<file path="config.mk">
export PLATFORM = sky130hd
export DESIGN_NAME = axis_averager_sequencer
export DESIGN_NICKNAME = d
export VERILOG_FILES = /design/src/rtl/axis_averager_sequencer.sv
export SDC_FILE = /design/constraint.sdc
export NUM_CORES = 1
export LEC_CHECK = 0
export BUFFER_PORTS_ARGS = -buffer_cell sky130_fd_sc_hd__buf_2
export CAP_MARGIN = 20
export CORE_UTILIZATION = 35
export CTS_BUF_LIST = sky130_fd_sc_hd__clkbuf_16
export DETAILED_ROUTE_END_ITERATION = 10
export PLACE_DENSITY_LB_ADDON = 0.25
export SYNTH_ARGS = -nofsm -noshare
export SYNTH_HDL_FRONTEND = slang
export SYNTH_SLANG_ARGS = --single-unit
</file>
<file path="constraint.sdc">
create_clock -name aclk -period 2.5 [get_ports aclk]
set_input_delay 0 -clock aclk [delete_from_list [all_inputs] [get_ports aclk]]
set_output_delay 0 -clock aclk [all_outputs]
set_load 0.02 [all_outputs]
</file>
<file path="src/rtl/axis_averager_sequencer.sv">
// Run controller ahead of the complex averager: frame-aligned start,
// stream gating, averaged-frame counting and run status.
module axis_averager_sequencer #(
  parameter int AXIS_TDATA_WIDTH = 32,
  parameter int COUNT_WIDTH      = 16
) (
  input  logic                        aclk,
  input  logic                        aresetn,
  input  logic                        cfg_start,
  input  logic                        cfg_abort,
  input  logic                        cfg_continuous,
  input  logic [4:0]                  cfg_log_count,
  input  logic [COUNT_WIDTH-1:0]      cfg_num_results,
  input  logic [AXIS_TDATA_WIDTH-1:0] S_AXIS_tdata,
  input  logic                        S_AXIS_tvalid,
  input  logic                        S_AXIS_tlast,
  output logic                        S_AXIS_tready,
  output logic [AXIS_TDATA_WIDTH-1:0] M_AXIS_tdata,
  output logic                        M_AXIS_tvalid,
  input  logic                        M_AXIS_tready,
  output logic                        avg_aresetn,
  output logic [4:0]                  avg_log_count,
  input  logic                        mon_tvalid,
  input  logic                        mon_tready,
  input  logic                        mon_tlast,
  output logic                        busy,
  output logic                        done,
  output logic                        overrun,
  output logic [COUNT_WIDTH-1:0]      result_count
);

  typedef enum logic [1:0] {
    IDLE,
    ARM,
    RUN,
    DONE
  } state_e;

  state_e                 state_q, state_d;
  logic                   avg_aresetn_q, avg_aresetn_d;
  logic [4:0]             log_count_q, log_count_d;
  logic                   busy_q, busy_d;
  logic                   done_q, done_d;
  logic                   overrun_q, overrun_d;
  logic                   cont_q, cont_d;
  logic [COUNT_WIDTH-1:0] count_q, count_d;
  logic [COUNT_WIDTH-1:0] num_q, num_d;
  logic [COUNT_WIDTH-1:0] count_inc;
  logic                   mon_last;

  assign mon_last  = mon_tvalid & mon_tready & mon_tlast;
  assign count_inc = count_q + COUNT_WIDTH'(1);

  assign M_AXIS_tdata  = S_AXIS_tdata;
  assign avg_aresetn   = avg_aresetn_q;
  assign avg_log_count = log_count_q;
  assign busy          = busy_q;
  assign done          = done_q;
  assign overrun       = overrun_q;
  assign result_count  = count_q;

  // Outside RUN the upstream is drained so frame alignment keeps moving.
  always_comb begin
    S_AXIS_tready = 1'b1;
    M_AXIS_tvalid = 1'b0;
    if (state_q == RUN) begin
      S_AXIS_tready = M_AXIS_tready;
      M_AXIS_tvalid = S_AXIS_tvalid;
    end
  end

  always_comb begin
    state_d       = state_q;
    avg_aresetn_d = avg_aresetn_q;
    log_count_d   = log_count_q;
    busy_d        = busy_q;
    done_d        = 1'b0;
    overrun_d     = overrun_q;
    cont_d        = cont_q;
    count_d       = count_q;
    num_d         = num_q;
    case (state_q)
      IDLE: begin
        if (cfg_start && !cfg_abort) begin
          state_d       = ARM;
          avg_aresetn_d = 1'b1;
          log_count_d   = cfg_log_count;
          busy_d        = 1'b1;
          overrun_d     = 1'b0;
          cont_d        = cfg_continuous;
          count_d       = '0;
          num_d         = (cfg_num_results == '0) ?
                          COUNT_WIDTH'(1) : cfg_num_results;
        end
      end
      ARM: begin
        if (cfg_abort) begin
          state_d       = IDLE;
          avg_aresetn_d = 1'b0;
          busy_d        = 1'b0;
        end else if (S_AXIS_tvalid && S_AXIS_tlast) begin
          state_d = RUN;
        end
      end
      RUN: begin
        if (S_AXIS_tvalid && !M_AXIS_tready) begin
          overrun_d = 1'b1;
        end
        if (mon_last) begin
          count_d = count_inc;
        end
        if (cfg_abort) begin
          state_d       = IDLE;
          avg_aresetn_d = 1'b0;
          busy_d        = 1'b0;
        end else if (mon_last && !cont_q && count_inc == num_q) begin
          state_d       = DONE;
          avg_aresetn_d = 1'b0;
          busy_d        = 1'b0;
          done_d        = 1'b1;
        end
      end
      DONE: begin
        state_d = IDLE;
      end
      default: begin
        state_d = IDLE;
      end
    endcase
  end

  always_ff @(posedge aclk or negedge aresetn) begin
    if (!aresetn) begin
      state_q       <= IDLE;
      avg_aresetn_q <= 1'b0;
      log_count_q   <= '0;
      busy_q        <= 1'b0;
      done_q        <= 1'b0;
      overrun_q     <= 1'b0;
      cont_q        <= 1'b0;
      count_q       <= '0;
      num_q         <= COUNT_WIDTH'(1);
    end else begin
      state_q       <= state_d;
      avg_aresetn_q <= avg_aresetn_d;
      log_count_q   <= log_count_d;
      busy_q        <= busy_d;
      done_q        <= done_d;
      overrun_q     <= overrun_d;
      cont_q        <= cont_d;
      count_q       <= count_d;
      num_q         <= num_d;
    end
  end

endmodule
</file>
==> results.md, run 1 <==
- Min Tclk post-route: between 2 and 3 ns
- Failing checks: negative hold slack, negative setup slack
- Number of cell rows: 32
- Sequential Area: 1080 um^2
- Rel. slew slack: between 60% and 70%
- First-pass GRT wire length: 11.10 mm
- Comb pwr share: approximately 38%
- Post-synthesis sequential element count: 43
- DRT Pass-1 Iters: 5
- Clock slew at reported path FFs: 0.06 ns
- Max-slew violation count: 0
- Via count of the first global-routing pass: 2254
- R2R Path End: state_q[1]
- Aggregate routed wire length: between 6 and 7 mm
- CTS root buf: clkbuf_16
- Cell area power density: 795.8 nW/um^2
- Maximum clock path buffer count: 2
- Clock latency on the worst-skew pair: 0.28 ns
- R2R Setup Slk: -0.31 ns
- RSZ-0062 raised after global routing: true
- Via count: 2339
- WP data arrival: 2.97 ns
- Fin. Hold Viols: 1
- Most common cell after layout, fill and taps aside: buf_2
- Crit end category: register
- Area of the die: 8275 um^2
- Cell internal pwr: roughly 1800 uW
- Initial Util: 36.04%
- VDD IR max: 0.4674 mV
- Antenna diode instance count: 0
- RR Startpoint: result_count[1]
- Worst-margin pin slew: 0.5740 ns
- Drc violations: 0
- Core area: roughly 7700 um^2
- Post-route setup slack: -0.3092 ns
- Largest net degree at the start of global routing: 44
- Ys Warns: 0
- Non-Filler Instances: roughly 460
- Ys async rst share: 100.0%
- Endpoint, Worst Hold: num_q[4]
- Required @ worst endpoint: 2.66 ns
- Multi-input logic area: between 1000 and 1500 um^2
- Total of max-cap violations: 0
- GP Congestion: approximately 0.78
- Achievable Freq: 0.3560 GHz
- Syn Std Cell Area: 2770 um^2
- Die width: 90.97 um
- Pleak: 0.001504 uW
- All-Layer GR Usage: 17.08%
- Reg2reg path depth: 9
- Final period utilization: 112.4%
- Mapped Cells: 296
- Reg power frac: 39.5%
- Vias per std cell: 5.107
- WS Path Type: reg -> reg
- EDFF count, synth: 0
- DP Wirelength: 4.912 mm
- Initial antenna violation count: 0
- Post-synthesis sequential area ratio: 38.89%
- Area Overhead vs Synth: 24.07%
- Final setup viols: 4
- Detail Route Antenna Nets: 0
- Skew final: 0.002833 ns
- HP Start: cfg_num_results[4]
- Min-delay worst type: in -> reg
- CTS Buf Count: 5
- Switch share: 34.67%
- Hold Worst Slack: -0.0009368 ns
- Initial DRC Count: about 120
- Avg WL per Cell: 14.75 um
- Worst Path Max Fanout: 3
- IO Pins: 123
- Die Y: 90.97 um
- Final setup TNS: -0.8537 ns
- Placed insts: around 430
- Clock power share: 22.6%
- Total gr overflow: 0
- Predominant post-synthesis flop cell: dfrtp_1
- H-Tree Depth: 2
- Critical path launch point type: register
- # fillers: 751
- Syn_nets: roughly 370
- Synth cell types: 50
- Final design utilization: between 40% and 50%
- Clock sinks: between 40 and 50
- Worst hold stages: 2
- Most frequent cells in the layout: buf_2, dfrtp_1, nand2_1, mux2_2
- Port bufs: 58
- TritonCTS clock tree: yes
- Synth Area per Inst: between 9 and 10 um^2
- Net Sw Power: 948.4 uW
- Post-layout nets: 425
- Share of cells above drive strength 1: between 30 and 40%
- Status: complete, but fails checks
==> final cells by class <==
type                            count  share of cell area [%]
Sequential cell                    43                   31.42
Multi-Input combinational cell    199                   40.48
Inverter                            4                  0.4368
Tap cell                          102                   3.713
Clock buffer                        5                   3.640
Clock inverter                      3                  0.3640
Timing Repair Buffer              102                   19.95
==> what timing repair did <==
action	CTS	global route
setup buffers	1	1
gates resized for setup	3	2
hold buffers	21	0
setup endpoints to repair	4	4
hold endpoints to repair	62	0
pin swaps	6	5
==> worst max-delay path by stage <==
stage	endpoint	start	slack [ns]	cells past startpoint
global route	state_q[1]	result_count[1]	-0.42	9
CTS	state_q[1]	result_count[1]	-0.27	9
detailed placement	state_q[1]	result_count[1]	-0.41	9
finish	state_q[1]	result_count[1]	-0.31	9
global placement	state_q[1]	result_count[1]	-0.32	9
floorplan	state_q[1]	result_count[1]	-0.28	9
==> kinds of logic after synthesis <==
family	Yosys count	synth area share (%)
adder cells (fa/ha/maj)	7	3.071
buffers and inverters	54	12.38
XOR/XNOR	18	5.691
flip-flops	43	38.89
AO/OA/AOI/OAI	54	12.38
multiplexers	27	10.84
AND/OR/NAND/NOR	93	16.76
==> critical path, stage by stage (launching register included) <==
cell	delay, ns
dfrtp_2	0.42
ha_4	0.24
xor2_1	0.15
or4_1	0.40
or4_4	0.50
nor3_4	0.12
nand4b_1	0.22
o31ai_4	0.34
nand3_2	0.15
mux2i_1	0.13
==> sequential cells by signal (all words and copies together) (netlist names) <==
| register | flops |
|---|---|
| num_q | 16 |
| result_count | 16 |
| avg_log_count | 5 |
| state_q | 2 |
| busy | 1 |
| cont_q | 1 |
| done | 1 |
| overrun | 1 |
==> power by group through the flow <==
| stage | sequential (uW) | clock (uW) | combinational, uW |
|---|---|---|---|
| 4_1_cts | 1080 | 638 | 1030 |
| 5_1_grt | 1120 | 657 | 1150 |
| 3_3_place_gp | 1080 | 0 | 966 |
| 6_report | 1080 | 617 | 1040 |
| 3_5_place_dp | 1090 | 0 | 984 |
| 2_1_floorplan | 1130 | 0 | 744 |
==> synthesized netlist by cell type, types with 2 or more instances <==
master / instances / share of area, %
dfrtp_1: 42 / 38
buf_4: 36 / 9.8
nand2_1: 33 / 4.5
mux2_2: 23 / 9.3
o21ai_0: 22 / 4.0
nor2_1: 16 / 2.2
xnor2_1: 14 / 4.4
a21oi_1: 7 / 1.3
a31oi_1: 7 / 1.6
clkbuf_1: 7 / 0.95
nand3_1: 7 / 1.3
nor4_1: 7 / 1.6
ha_1: 6 / 2.7
nand4_1: 5 / 1.1
nor3_1: 5 / 0.90
or3_1: 5 / 1.1
buf_2: 4 / 0.72
inv_1: 4 / 0.54
o31ai_1: 4 / 1.1
xor2_1: 4 / 1.3
buf_1: 3 / 0.41
mux2i_1: 3 / 1.1
a211oi_1: 2 / 0.54
and3_1: 2 / 0.45
nor2b_1: 2 / 0.45
or4_1: 2 / 0.54
==> metal layers <==
layer	up-vias	track usage, %	wire, um
li1	1137	-	-
met3	17	3.434	345
met4	0	5.952	103
met1	1109	22.10	3083
met5	-	0	0
met2	76	28.35	3223
==> through the flow <==
stage               total power (uW)  cell area [um^2]  hold WS (ns)  worst slack (ns)
floorplan                       1873              2785       -0.2956           -0.2806
global placement                2048              3040     0.0001367           -0.3221
detailed placement              2075              3040     0.0001367           -0.4118
CTS                             2746              3407     0.0001367           -0.2735
global route                    2922              3437    0.00003143           -0.4207
finish                          2735              3437    -0.0009368           -0.3092
Note: power is estimated with default switching activity, not from simulation.
==> run 2, diff against run 1 <==
--- a/config.mk
+++ b/config.mk
@@ -7,7 +7,7 @@
 export LEC_CHECK = 0
 export BUFFER_PORTS_ARGS = -buffer_cell sky130_fd_sc_hd__buf_2
 export CAP_MARGIN = 20
-export CORE_UTILIZATION = 35
+export CORE_UTILIZATION = 26
 export CTS_BUF_LIST = sky130_fd_sc_hd__clkbuf_16
 export DETAILED_ROUTE_END_ITERATION = 10
 export PLACE_DENSITY_LB_ADDON = 0.25
==> results.md, run 2 (synthesis gave the netlist of run 1 again) <==
- Area Overhead vs Synth: 25.93%
- Crit path cell chain: ha_4, xor2_1, or4_1, or4_4, nor3_2, nand4b_1, o31ai_4, nand3_2, mux2i_1
- First-pass GRT wire length: 11.85 mm
- Most common cell after layout, fill and taps aside: buf_2
- H-Tree Depth: 2
- Number of cell rows: 37
- Die Y: about 110 um
- Area of the die: 11070 um^2
- Initial Util: between 20% and 30%
- Reg2reg path depth: 9
- TritonCTS clock tree: yes
- Die width: 105.2 um
- VDD IR max: 0.4606 mV
- DRT Pass-1 Iters: 4
- Initial DRC Count: 68
- Pleak: about 0.0015 uW
- Met1 WL: 3.455 mm
- Initial antenna violation count: 0
- Crit end category: register
- Antenna diode instance count: 0
- Skew final: approximately 0.0074 ns
- Slowest cell on crit path: or4_4
- Worst hold stages: 3
- R2R Path End: state_q[1]
- Final period utilization: 110.2%
- HP Start: cfg_num_results[0]
- Aggregate routed wire length: between 7 and 8 mm
- Status: complete, but fails checks
- Required @ worst endpoint: between 2 and 3 ns
- Clock latency on the worst-skew pair: 0.29 ns
- Largest net degree at the start of global routing: 30
- Rel. slew slack: 54.68%
- Hold Worst Slack: -0.006182 ns
- DP Wirelength: 5.330 mm
- Vias per std cell: between 4 and 5
- Fin. Hold Viols: 1
- Clock slew at reported path FFs: 0.07 ns
- Endpoint, Worst Hold: num_q[0]
- CTS Buf Count: 5
- Min Tclk post-route: 2.755 ns
- CTS root buf: clkbuf_16
- Via count of the first global-routing pass: approximately 2300
- Achievable Freq: about 0.36 GHz
- Via count: approximately 2300
- Detail Route met3 WL: 277 um
- All-Layer GR Usage: 13.79%
- Post-route setup slack: -0.2551 ns
- Placed insts: approximately 460
- Share of cells above drive strength 1: 34.54%
- Worst Path Max Fanout: 3
- CP Launch Point: result_count[1]
- IO Pins: approximately 120
- WS Path Type: reg -> reg
- Final setup viols: 4
- RR Startpoint: result_count[1]
- Min-delay worst type: in -> reg
- R2R Setup Slk: -0.26 ns
- Non-Filler Instances: 495
- Avg WL per Cell: around 15 um
- Clock sinks: 43
- Wire length on met2: approximately 3.4 mm
- Max stage delay on crit path: 0.49 ns
- Failing checks: negative hold slack, negative setup slack
- Most frequent cells in the layout: buf_2, dfrtp_1, nand2_1, buf_4
- WP data arrival: 2.93 ns
- Core area: 10320 um^2
- Maximum clock path buffer count: 2
- GP Congestion: 0.7731
- Detail Route Antenna Nets: 0
- Max-slew violation count: 0
- Drc violations: 0
- Critical path launch point type: register
- Final design utilization: 33.79%
- RSZ-0062 raised after global routing: true
- Total of max-cap violations: 0
- Cell area power density: a little under 800 nW/um^2
- Top Metal Used: met4
- Total gr overflow: 0
- Post-layout nets: between 400 and 500
- Worst-margin pin slew: 0.6798 ns
- Port bufs: 58
run 2: worst max-delay path by stage:
stage,to,slack (ns),cells past startpoint
3_5_place_dp,state_q[1],-0.41,9
4_1_cts,state_q[1],-0.26,9
2_1_floorplan,state_q[1],-0.28,9
3_3_place_gp,state_q[1],-0.34,9
6_report,state_q[1],-0.26,9
5_1_grt,state_q[0],-0.41,9
run 2: repair_timing:
action                     4_1_cts  5_1_grt
buffers inserted                 1        0
hold buffers                    23        0
gates cloned                     0        0
setup endpoints to repair        4        5
hold endpoints to repair        49        0
gates resized for setup          3        0
pin swaps                        6        0
run 2: report_power, final:
group | total [uW] | internal [uW] | switching, uW
Combinational | 1020 | 506 | 517
Clock | 650 | 365 | 285
Sequential | 1090 | 914 | 176
Total | 2760 | 1790 | 977
run 2: metal layers:
layer / vias to the layer above / global-route usage, %
met5: - / 0
met1: 1120 / 17.81
met4: 0 / 4.829
met3: 21 / 2.412
li1: 1135 / -
met2: 47 / 23.12
run 2: stage by stage:
step	total power (uW)	hold slack (ns)	setup TNS (ns)	cell area [um^2]	worst slack, ns
after CTS	2790	0.0001367	-0.8718	3488	-0.2639
after detailed placement	2095	0.0001367	-1.341	3098	-0.4076
after global routing	2958	0.00003359	-1.422	3488	-0.4090
final	2763	-0.006182	-0.8346	3488	-0.2551
after floorplan	1873	-0.2956	-0.7471	2785	-0.2806
after global placement	2077	0.0001367	-1.018	3098	-0.3424
run 2: layout make-up:
cell class,instances,area [um^2]
Clock buffer,5,125.1
Inverter,4,15.01
Fill cell,1058,6835
Timing Repair Buffer,105,700.7
Tap cell,136,170.2
Sequential cell,43,1080
Clock inverter,3,16.27
Multi-Input combinational cell,199,1381
run 2: critical path, delay by kind of cell, from the launching register on:
family	cells	cell delay [ns]
adders and majority gates	1	0.25
DFF	1	0.43
muxes	1	0.13
xor gates and xnor gates	1	0.15
and+or+nand+nor	5	1.42
AOI/OAI and AO/OA	1	0.27
